### config.mk
export PLATFORM = sky130hd
export DESIGN_NAME = ds_sample_scheduler_flat
export DESIGN_NICKNAME = d
export VERILOG_FILES = /design/src/rtl/ds_sample_scheduler_if.sv /design/src/rtl/ds_sample_scheduler.sv /design/src/flat_wrapper.sv
export SDC_FILE = /design/constraint.sdc
export NUM_CORES = 1
export LEC_CHECK = 0
export CORE_MARGIN = 1.5
export CORE_UTILIZATION = 31
export DETAILED_ROUTE_END_ITERATION = 16
export PLACE_DENSITY = 0.54
export SKIP_CTS_REPAIR_TIMING = 1
export SYNTH_ARGS = -nofsm -noshare
export SYNTH_HDL_FRONTEND = slang
export SYNTH_SLANG_ARGS = --single-unit
### constraint.sdc
create_clock -name clk -period 3.43 [get_ports clk]
set_input_delay 0.5145 -clock clk [delete_from_list [all_inputs] [get_ports clk]]
set_output_delay 0.5145 -clock clk [all_outputs]
set_load 0.02 [all_outputs]
### src/rtl/ds_sample_scheduler_if.sv
// Sample stream into the scheduler: valid/ready push handshake.
// The producer (host side) uses the master modport, and the scheduler uses the slave modport.
interface ds_sample_scheduler_if #(
  parameter int DATA_BITS = 16
);
  logic [DATA_BITS-1:0] in_data;
  logic                 in_valid;
  logic                 in_ready;

  modport master (output in_data, output in_valid, input in_ready);
  modport slave  (input in_data, input in_valid, output in_ready);
endinterface

### src/rtl/ds_sample_scheduler.sv
// Sample scheduler for the delta-sigma PW modulator.
// Queues host samples in a small circular FIFO and waits until the FIFO is primed.
// It then hands one sample to the modulator every (rate+1) pulses.
// On underflow it holds the last value.
// When playback is stopped it ramps the output back to midscale so the output does not pop.
module ds_sample_scheduler #(
  parameter int                     SAMPLE_BITS = 16,
  parameter int                     DEPTH_LOG2  = 2,
  parameter int                     RATE_BITS   = 8,
  parameter int                     PRIME_LEVEL = 2,
  parameter logic [SAMPLE_BITS-1:0] RAMP_STEP   = 16'h0040
) (
  input  logic                   clk,
  input  logic                   reset,
  input  logic                   enable,
  input  logic [RATE_BITS-1:0]   rate,
  input  logic                   flush,
  ds_sample_scheduler_if.slave   in_if,
  input  logic                   pulse_done,
  input  logic                   clear_flags,
  output logic [SAMPLE_BITS-1:0] u_out,
  output logic                   u_update,
  output logic                   underflow,
  output logic [DEPTH_LOG2:0]    fill_level,
  output logic [1:0]             state
);

  localparam int                     DEPTH     = 1 << DEPTH_LOG2;
  localparam int                     LVL_BITS  = DEPTH_LOG2 + 1;
  localparam logic [LVL_BITS-1:0]    DEPTH_LVL = LVL_BITS'(DEPTH);
  localparam logic [LVL_BITS-1:0]    PRIME_LVL = LVL_BITS'(PRIME_LEVEL);
  localparam logic [LVL_BITS-1:0]    LVL_ZERO  = LVL_BITS'(0);
  localparam logic [LVL_BITS-1:0]    LVL_ONE   = LVL_BITS'(1);
  localparam logic [DEPTH_LOG2-1:0]  PTR_ZERO  = DEPTH_LOG2'(0);
  localparam logic [DEPTH_LOG2-1:0]  PTR_ONE   = DEPTH_LOG2'(1);
  localparam logic [RATE_BITS-1:0]   CNT_ZERO  = RATE_BITS'(0);
  localparam logic [RATE_BITS-1:0]   CNT_ONE   = RATE_BITS'(1);
  localparam logic [SAMPLE_BITS-1:0] MID       = {1'b1, {(SAMPLE_BITS-1){1'b0}}};

  typedef enum logic [1:0] {
    ST_IDLE = 2'd0,
    ST_RUN  = 2'd1,
    ST_RAMP = 2'd2
  } state_t;

  state_t                  state_r;
  logic [SAMPLE_BITS-1:0]  u_out_r;
  logic                    u_update_r;
  logic                    underflow_r;
  logic [RATE_BITS-1:0]    tick_cnt_r;
  logic [SAMPLE_BITS-1:0]  mem_r [DEPTH];
  logic [DEPTH_LOG2-1:0]   wr_ptr_r;
  logic [DEPTH_LOG2-1:0]   rd_ptr_r;
  logic [LVL_BITS-1:0]     level_r;

  logic                    ready_s;
  logic                    push_s;
  logic                    pop_s;
  logic                    tick_s;
  logic                    underflow_set_s;
  logic signed [SAMPLE_BITS:0] diff_s;
  logic [SAMPLE_BITS:0]    dist_s;
  logic                    near_mid_s;
  logic [SAMPLE_BITS-1:0]  ramp_val_s;
  logic [SAMPLE_BITS-1:0]  head_s;

  // Ready comes from the registered level, so it has no combinational path from in_valid.
  assign ready_s         = (level_r != DEPTH_LVL);
  assign in_if.in_ready  = ready_s;
  assign u_out           = u_out_r;
  assign u_update        = u_update_r;
  assign underflow       = underflow_r;
  assign fill_level      = level_r;
  assign state           = state_r;
  assign head_s          = mem_r[rd_ptr_r];

  // A sample tick is the pulse that ends a rate period. A flush in the same cycle blocks the push and the pop.
  always_comb begin
    tick_s          = (state_r != ST_IDLE) && pulse_done && (tick_cnt_r == CNT_ZERO);
    push_s          = in_if.in_valid && ready_s && !flush;
    pop_s           = (state_r == ST_RUN) && enable && tick_s && (level_r != LVL_ZERO) && !flush;
    underflow_set_s = (state_r == ST_RUN) && enable && tick_s && (level_r == LVL_ZERO);
  end

  // Distance from midscale with one extra bit, so the ramp step never wraps past MID.
  always_comb begin
    diff_s = $signed({1'b0, u_out_r}) - $signed({1'b0, MID});
    if (diff_s[SAMPLE_BITS]) begin
      dist_s     = unsigned'(-diff_s);
      ramp_val_s = u_out_r + RAMP_STEP;
    end else begin
      dist_s     = unsigned'(diff_s);
      ramp_val_s = u_out_r - RAMP_STEP;
    end
    near_mid_s = (dist_s <= {1'b0, RAMP_STEP});
  end

  // FIFO storage. Entries outside the head and tail are don't-care, so the storage is not reset.
  always_ff @(posedge clk) begin
    if (push_s) begin
      mem_r[wr_ptr_r] <= in_if.in_data;
    end
  end

  // FIFO pointers and fill level. A push and a pop in the same cycle leave the level unchanged.
  always_ff @(posedge clk) begin
    if (reset || flush) begin
      wr_ptr_r <= PTR_ZERO;
      rd_ptr_r <= PTR_ZERO;
      level_r  <= LVL_ZERO;
    end else begin
      if (push_s) begin
        wr_ptr_r <= wr_ptr_r + PTR_ONE;
      end
      if (pop_s) begin
        rd_ptr_r <= rd_ptr_r + PTR_ONE;
      end
      case ({push_s, pop_s})
        2'b10:   level_r <= level_r + LVL_ONE;
        2'b01:   level_r <= level_r - LVL_ONE;
        default: level_r <= level_r;
      endcase
    end
  end

  // Playback state machine, rate divider, sticky underflow and registered modulator outputs.
  always_ff @(posedge clk) begin
    if (reset) begin
      state_r     <= ST_IDLE;
      u_out_r     <= MID;
      u_update_r  <= 1'b0;
      underflow_r <= 1'b0;
      tick_cnt_r  <= CNT_ZERO;
    end else begin
      u_update_r <= 1'b0;

      // The rate is sampled only at reload, so a rate change takes effect at the next period.
      if (state_r == ST_IDLE) begin
        tick_cnt_r <= CNT_ZERO;
      end else if (pulse_done) begin
        tick_cnt_r <= (tick_cnt_r == CNT_ZERO) ? rate : (tick_cnt_r - CNT_ONE);
      end

      if (underflow_set_s) begin
        underflow_r <= 1'b1;
      end else if (clear_flags) begin
        underflow_r <= 1'b0;
      end

      case (state_r)
        ST_IDLE: begin
          u_out_r <= MID;
          if (enable && (level_r >= PRIME_LVL)) begin
            state_r <= ST_RUN;
          end
        end
        ST_RUN: begin
          if (!enable) begin
            state_r <= ST_RAMP;
          end else if (pop_s) begin
            u_out_r    <= head_s;
            u_update_r <= 1'b1;
          end
        end
        ST_RAMP: begin
          if (tick_s) begin
            if (near_mid_s) begin
              u_out_r    <= MID;
              u_update_r <= (u_out_r != MID);
              state_r    <= ST_IDLE;
            end else begin
              u_out_r    <= ramp_val_s;
              u_update_r <= 1'b1;
            end
          end
        end
        default: begin
          state_r <= ST_IDLE;
          u_out_r <= MID;
        end
      endcase
    end
  end

endmodule

### src/flat_wrapper.sv
// flat-port wrapper written by rule: the top's interface ports become plain ports
module ds_sample_scheduler_flat 
#(
  parameter int                     SAMPLE_BITS = 16,
  parameter int                     DEPTH_LOG2  = 2,
  parameter int                     RATE_BITS   = 8,
  parameter int                     PRIME_LEVEL = 2,
  parameter logic [SAMPLE_BITS-1:0] RAMP_STEP   = 16'h0040
)
  (clk, reset, enable, rate, flush, pulse_done, clear_flags, u_out, u_update, underflow, fill_level, state, in_if_in_data, in_if_in_valid, in_if_in_ready);
  ds_sample_scheduler_if #(.DATA_BITS(16)) in_if_i ();
  input  logic clk;
  input  logic reset;
  input  logic enable;
  input  logic [RATE_BITS-1:0] rate;
  input  logic flush;
  input  logic pulse_done;
  input  logic clear_flags;
  output logic [SAMPLE_BITS-1:0] u_out;
  output logic u_update;
  output logic underflow;
  output logic [DEPTH_LOG2:0] fill_level;
  output logic [1:0] state;
  input wire logic [$bits(in_if_i.in_data)-1:0] in_if_in_data;
  input wire logic [$bits(in_if_i.in_valid)-1:0] in_if_in_valid;
  output wire logic [$bits(in_if_i.in_ready)-1:0] in_if_in_ready;
  assign in_if_i.in_data = in_if_in_data;
  assign in_if_i.in_valid = in_if_in_valid;
  assign in_if_in_ready = in_if_i.in_ready;
  ds_sample_scheduler #(.SAMPLE_BITS(SAMPLE_BITS), .DEPTH_LOG2(DEPTH_LOG2), .RATE_BITS(RATE_BITS), .PRIME_LEVEL(PRIME_LEVEL), .RAMP_STEP(RAMP_STEP)) u_core (.clk(clk), .reset(reset), .enable(enable), .rate(rate), .flush(flush), .in_if(in_if_i), .pulse_done(pulse_done), .clear_flags(clear_flags), .u_out(u_out), .u_update(u_update), .underflow(underflow), .fill_level(fill_level), .state(state));
endmodule
==> impl_metrics.xml <==
<?xml version="1.0" encoding="UTF-8"?>
<metrics>
  <group name="run_status">
    <metric name="outcome" unit="">completed</metric>
  </group>
  <group name="synth">
    <metric name="postSynth.asyncResetShare" unit="%">0</metric>
    <metric name="postSynthNetCount" unit="">468</metric>
    <metric name="synth_top_family_by_area" unit="">simple AND/OR/NAND/NOR gates</metric>
    <metric name="post_synth_and_or_nand_nor_area_fraction" unit="%">15.05</metric>
    <metric name="synthesis.area" unit="um2">5005</metric>
    <metric name="avgSynthCellArea" unit="um2">12.03</metric>
    <metric name="synth.mux.area_fraction" unit="%">9.400</metric>
    <metric name="postSynthCellCount" unit="">416</metric>
    <metric name="synth.yosys.warnings" unit="">0</metric>
    <metric name="synth_cell_type_count" unit="">65</metric>
    <metric name="synth_xor_xnor_area_share" unit="%">2.450</metric>
    <metric name="number_of_enable_flip_flop_cells_after_synthesis" unit="">64</metric>
    <metric name="synth_sequential_area_ratio" unit="%">53.20</metric>
    <metric name="synth-main-ff-cell" unit="">edfxtp_1</metric>
    <metric name="synth_compound_gate_area_share" unit="%">11.55</metric>
    <metric name="flip_flop_and_latch_count_after_synthesis" unit="">101</metric>
    <metric name="synth_fa_ha_area_share" unit="%">5.550</metric>
  </group>
  <group name="clocking">
    <metric name="cts_sinks" unit="">101</metric>
    <metric name="cts-buffers-inserted" unit="">9</metric>
    <metric name="worst_skew_pair.late_latency" unit="ps">350</metric>
    <metric name="cts.clk_slew.worst_paths" unit="ps">70</metric>
    <metric name="cts_max_path_buffers" unit="">2</metric>
    <metric name="clockRootBuffer" unit="">clkbuf_16</metric>
    <metric name="tritoncts" unit="">done</metric>
    <metric name="cts.htree.levels" unit="">3</metric>
  </group>
  <group name="global_route">
    <metric name="gr-usage-met1" unit="%">18.12</metric>
    <metric name="grt_usage" unit="%">13.70</metric>
    <metric name="largest_net_degree_at_the_start_of_global_routing" unit="">19</metric>
    <metric name="grt_util_met3" unit="%">1.722</metric>
    <metric name="number_of_global_route_vias_before_repair" unit="">3473</metric>
    <metric name="grt-busiest-layer" unit="">met2</metric>
    <metric name="groute.layer.met2.usage" unit="%">22.51</metric>
    <metric name="gr-total-overflow" unit="">0</metric>
    <metric name="antenna_found_initial" unit="">0</metric>
    <metric name="grt_pass1_wl" unit="um">17910</metric>
  </group>
  <group name="power">
    <metric name="p_comb_share" unit="%">25.0</metric>
    <metric name="power_per_cell_area" unit="nW/um2">510.8</metric>
    <metric name="totalPowerFinal" unit="mW">3.116</metric>
    <metric name="power.net_switching" unit="mW">0.9667</metric>
    <metric name="clock_power_share" unit="%">30.9</metric>
    <metric name="int_power" unit="mW">2.149</metric>
    <metric name="ir_drop" unit="V">0.0002209</metric>
    <metric name="pwr-share-seq" unit="%">44.2</metric>
    <metric name="power.share.switching" unit="%">31.03</metric>
    <metric name="leakagePower" unit="nW">2.033</metric>
  </group>
  <group name="timing">
    <metric name="holdWs" unit="ps">480.5</metric>
    <metric name="timing.setup.tns" unit="ps">0</metric>
    <metric name="timing.final.hold_violations" unit="">0</metric>
    <metric name="worst_max_slew_margin_expressed_relative_to_the_limit" unit="%">46.54</metric>
    <metric name="tightest_slew" unit="ps">800.8</metric>
    <metric name="rsz0062_at_grt" unit="">false</metric>
    <metric name="drv_slew" unit="">0</metric>
    <metric name="clock_skew" unit="ps">11.37</metric>
    <metric name="upper_clock_frequency_limit" unit="MHz">334.4</metric>
    <metric name="setup_viol" unit="">0</metric>
    <metric name="timing.final.crit_share" unit="%">87.18</metric>
    <metric name="period_needed" unit="ps">2990</metric>
  </group>
  <group name="detailed_routing">
    <metric name="postRouteAntennaNets" unit="">0</metric>
    <metric name="routed_wl" unit="um">10890</metric>
    <metric name="avgViaCountPerCell" unit="">4.963</metric>
    <metric name="drt_iter0_drc" unit="">245</metric>
    <metric name="routedWlPerCell" unit="um">15.64</metric>
    <metric name="firstDrtPassIters" unit="">4</metric>
    <metric name="route.vias.total" unit="">3454</metric>
    <metric name="detail_route.drc_violations" unit="">0</metric>
  </group>
  <group name="worst_setup_path">
    <metric name="critPathKind" unit="">flop to flop</metric>
    <metric name="worstSetupEndpointType" unit="">flop</metric>
    <metric name="cp-start-kind" unit="">flop</metric>
    <metric name="maximum_fanout_count_along_the_critical_path" unit="">5</metric>
    <metric name="arrival" unit="ps">3270</metric>
    <metric name="worst_ep_required_time" unit="ps">3710</metric>
  </group>
  <group name="floorplanning">
    <metric name="ioPinCount" unit="">55</metric>
    <metric name="placementRows" unit="">46</metric>
    <metric name="floorplan.initialDensity" unit="%">31.62</metric>
    <metric name="die_height" unit="um">130.1</metric>
    <metric name="die_area" unit="um2">16920</metric>
    <metric name="placeable_core_region" unit="um2">15830</metric>
    <metric name="chipWidth" unit="um">130.1</metric>
  </group>
  <group name="cells_and_area">
    <metric name="final_layout_size_suffix_gt1_share" unit="%">11.25</metric>
    <metric name="post_layout_nonfiller_instances" unit="">696</metric>
    <metric name="insertedDiodeCount" unit="">0</metric>
    <metric name="final_net_count" unit="">527</metric>
    <metric name="layout-area-overhead-vs-synth" unit="%">21.88</metric>
  </group>
  <group name="placed_design">
    <metric name="dp_cell_count" unit="">680</metric>
    <metric name="post-dp-hpwl" unit="um">7956</metric>
    <metric name="gp_congestion" unit="">0.8970</metric>
    <metric name="portBuffers" unit="">54</metric>
  </group>
  <group name="run">
    <metric name="timing.max_cap.violations" unit="">0</metric>
  </group>
  <group name="worst_hold_path">
    <metric name="worst_hold_path_type" unit="">flop to flop</metric>
  </group>
</metrics>
-- layout make-up --
class | count | area (um2)
inverter | 20 | 75.07
timing repair buffer | 63 | 608.1
fill | 1509 | 9728
clock inverter | 7 | 56.30
multi-input combinational | 280 | 2202
tap | 216 | 270.3
sequential | 101 | 2663
clock buffer | 9 | 225.2
-- path summary, 6_finish.rpt --
check | start | to | slack, ps | cells after the start
worst max-delay path | u_core.tick_cnt_r[0] | u_core.fill_level[2] | 440 | 13
worst min-delay path | u_core.underflow | u_core.underflow | 480 | 2
worst max register to register | u_core.tick_cnt_r[0] | u_core.fill_level[2] | 440 | 13
worst min register to register | u_core.underflow | u_core.underflow | 480 | 2
-- power by group through the flow --
stage	Clock [mW]	Combinational, mW	Sequential [mW]
6_report	0.961	0.778	1.38
5_1_grt	1.02	0.860	1.38
4_1_cts	0.984	0.773	1.38
3_5_place_dp	0	0.767	1.41
3_3_place_gp	0	0.757	1.40
2_1_floorplan	0	0.536	1.41
-- flip-flops by register name, indices dropped and copies added, names as in the netlist, named ones only --
signal / cells
u_core.fill_level: 3
u_core.mem_r: 64
u_core.rd_ptr_r: 2
u_core.state: 2
u_core.tick_cnt_r: 8
u_core.u_out: 16
u_core.u_update: 1
u_core.underflow: 1
u_core.wr_ptr_r: 2
-- cells in the mapped netlist, types with 9 or more instances --
| master | number | area share (%) |
|---|---|---|
| edfxtp_1 | 64 | 38 |
| dfxtp_1 | 37 | 15 |
| nor2_1 | 36 | 2.7 |
| nand2_1 | 31 | 2.3 |
| a21oi_1 | 27 | 2.7 |
| inv_1 | 20 | 1.5 |
| ha_1 | 19 | 4.8 |
| mux4_2 | 16 | 7.2 |
| clkbuf_1 | 13 | 0.98 |
| nand2b_1 | 13 | 1.6 |
| mux2i_1 | 11 | 2.2 |
| nor3_1 | 11 | 1.1 |
| o21ai_0 | 10 | 1.0 |
| nand3_1 | 9 | 0.90 |
| xnor2_1 | 9 | 1.6 |
-- worst max-delay path, stage by stage (launching register included) --
cell and delay [ps]:
dfxtp_1 350, inv_1 70, ha_1 210, nor3b_2 380
nand4b_4 180, nor3_1 310, nand2b_1 120, inv_1 70
ha_1 180, inv_1 60, fa_1 380, xor2_1 160
or3_1 310, a21oi_1 140
-- per-stage QoR --
step | instance area [um2] | setup WS, ps | util, %
finish | 6100 | 439.6 | 38.54
global placement | 5818 | 543.3 | 36.76
floorplan | 5005 | 671.5 | -
global route | 6100 | 174.3 | 38.54
detailed placement | 5818 | 438.2 | 36.76
CTS | 6100 | 442.1 | 38.54
-- placed cells by master (no fill, tap or decap), drive strengths merged, types with 4 or more instances in the layout --
cell type      instances
nand2b                14
xnor2                  9
clkbuf                 9
nand2                 31
mux4                  16
o21ai                 10
ha                    19
inv                   23
buf                    9
nor3                  11
and2                   6
xor2                   5
o2111ai                4
dfxtp                 37
a21oi                 27
mux2i                 11
o41ai                  5
edfxtp                64
or3                    4
clkdlybuf4s50         54
nand3                  9
nor2                  36
nand4                  4
-- per-layer routing --
metal	vias up	wire length (um)
met2	59	5310
met1	1684	4982
met3	16	372
met5	-	0
met4	0	221
li1	1695	-
-- cells by family (layout without fill, tap and decap cells) --
group / Yosys count / in the layout
xor gates and xnor gates: 14 / 14
buffers and inverters: 35 / 99
adders and majority gates: 21 / 21
and+or+nand+nor: 136 / 136
DFF: 101 / 101
AOI/OAI and AO/OA: 82 / 82
muxes: 27 / 27
Note: power is estimated with default switching activity, not from simulation.
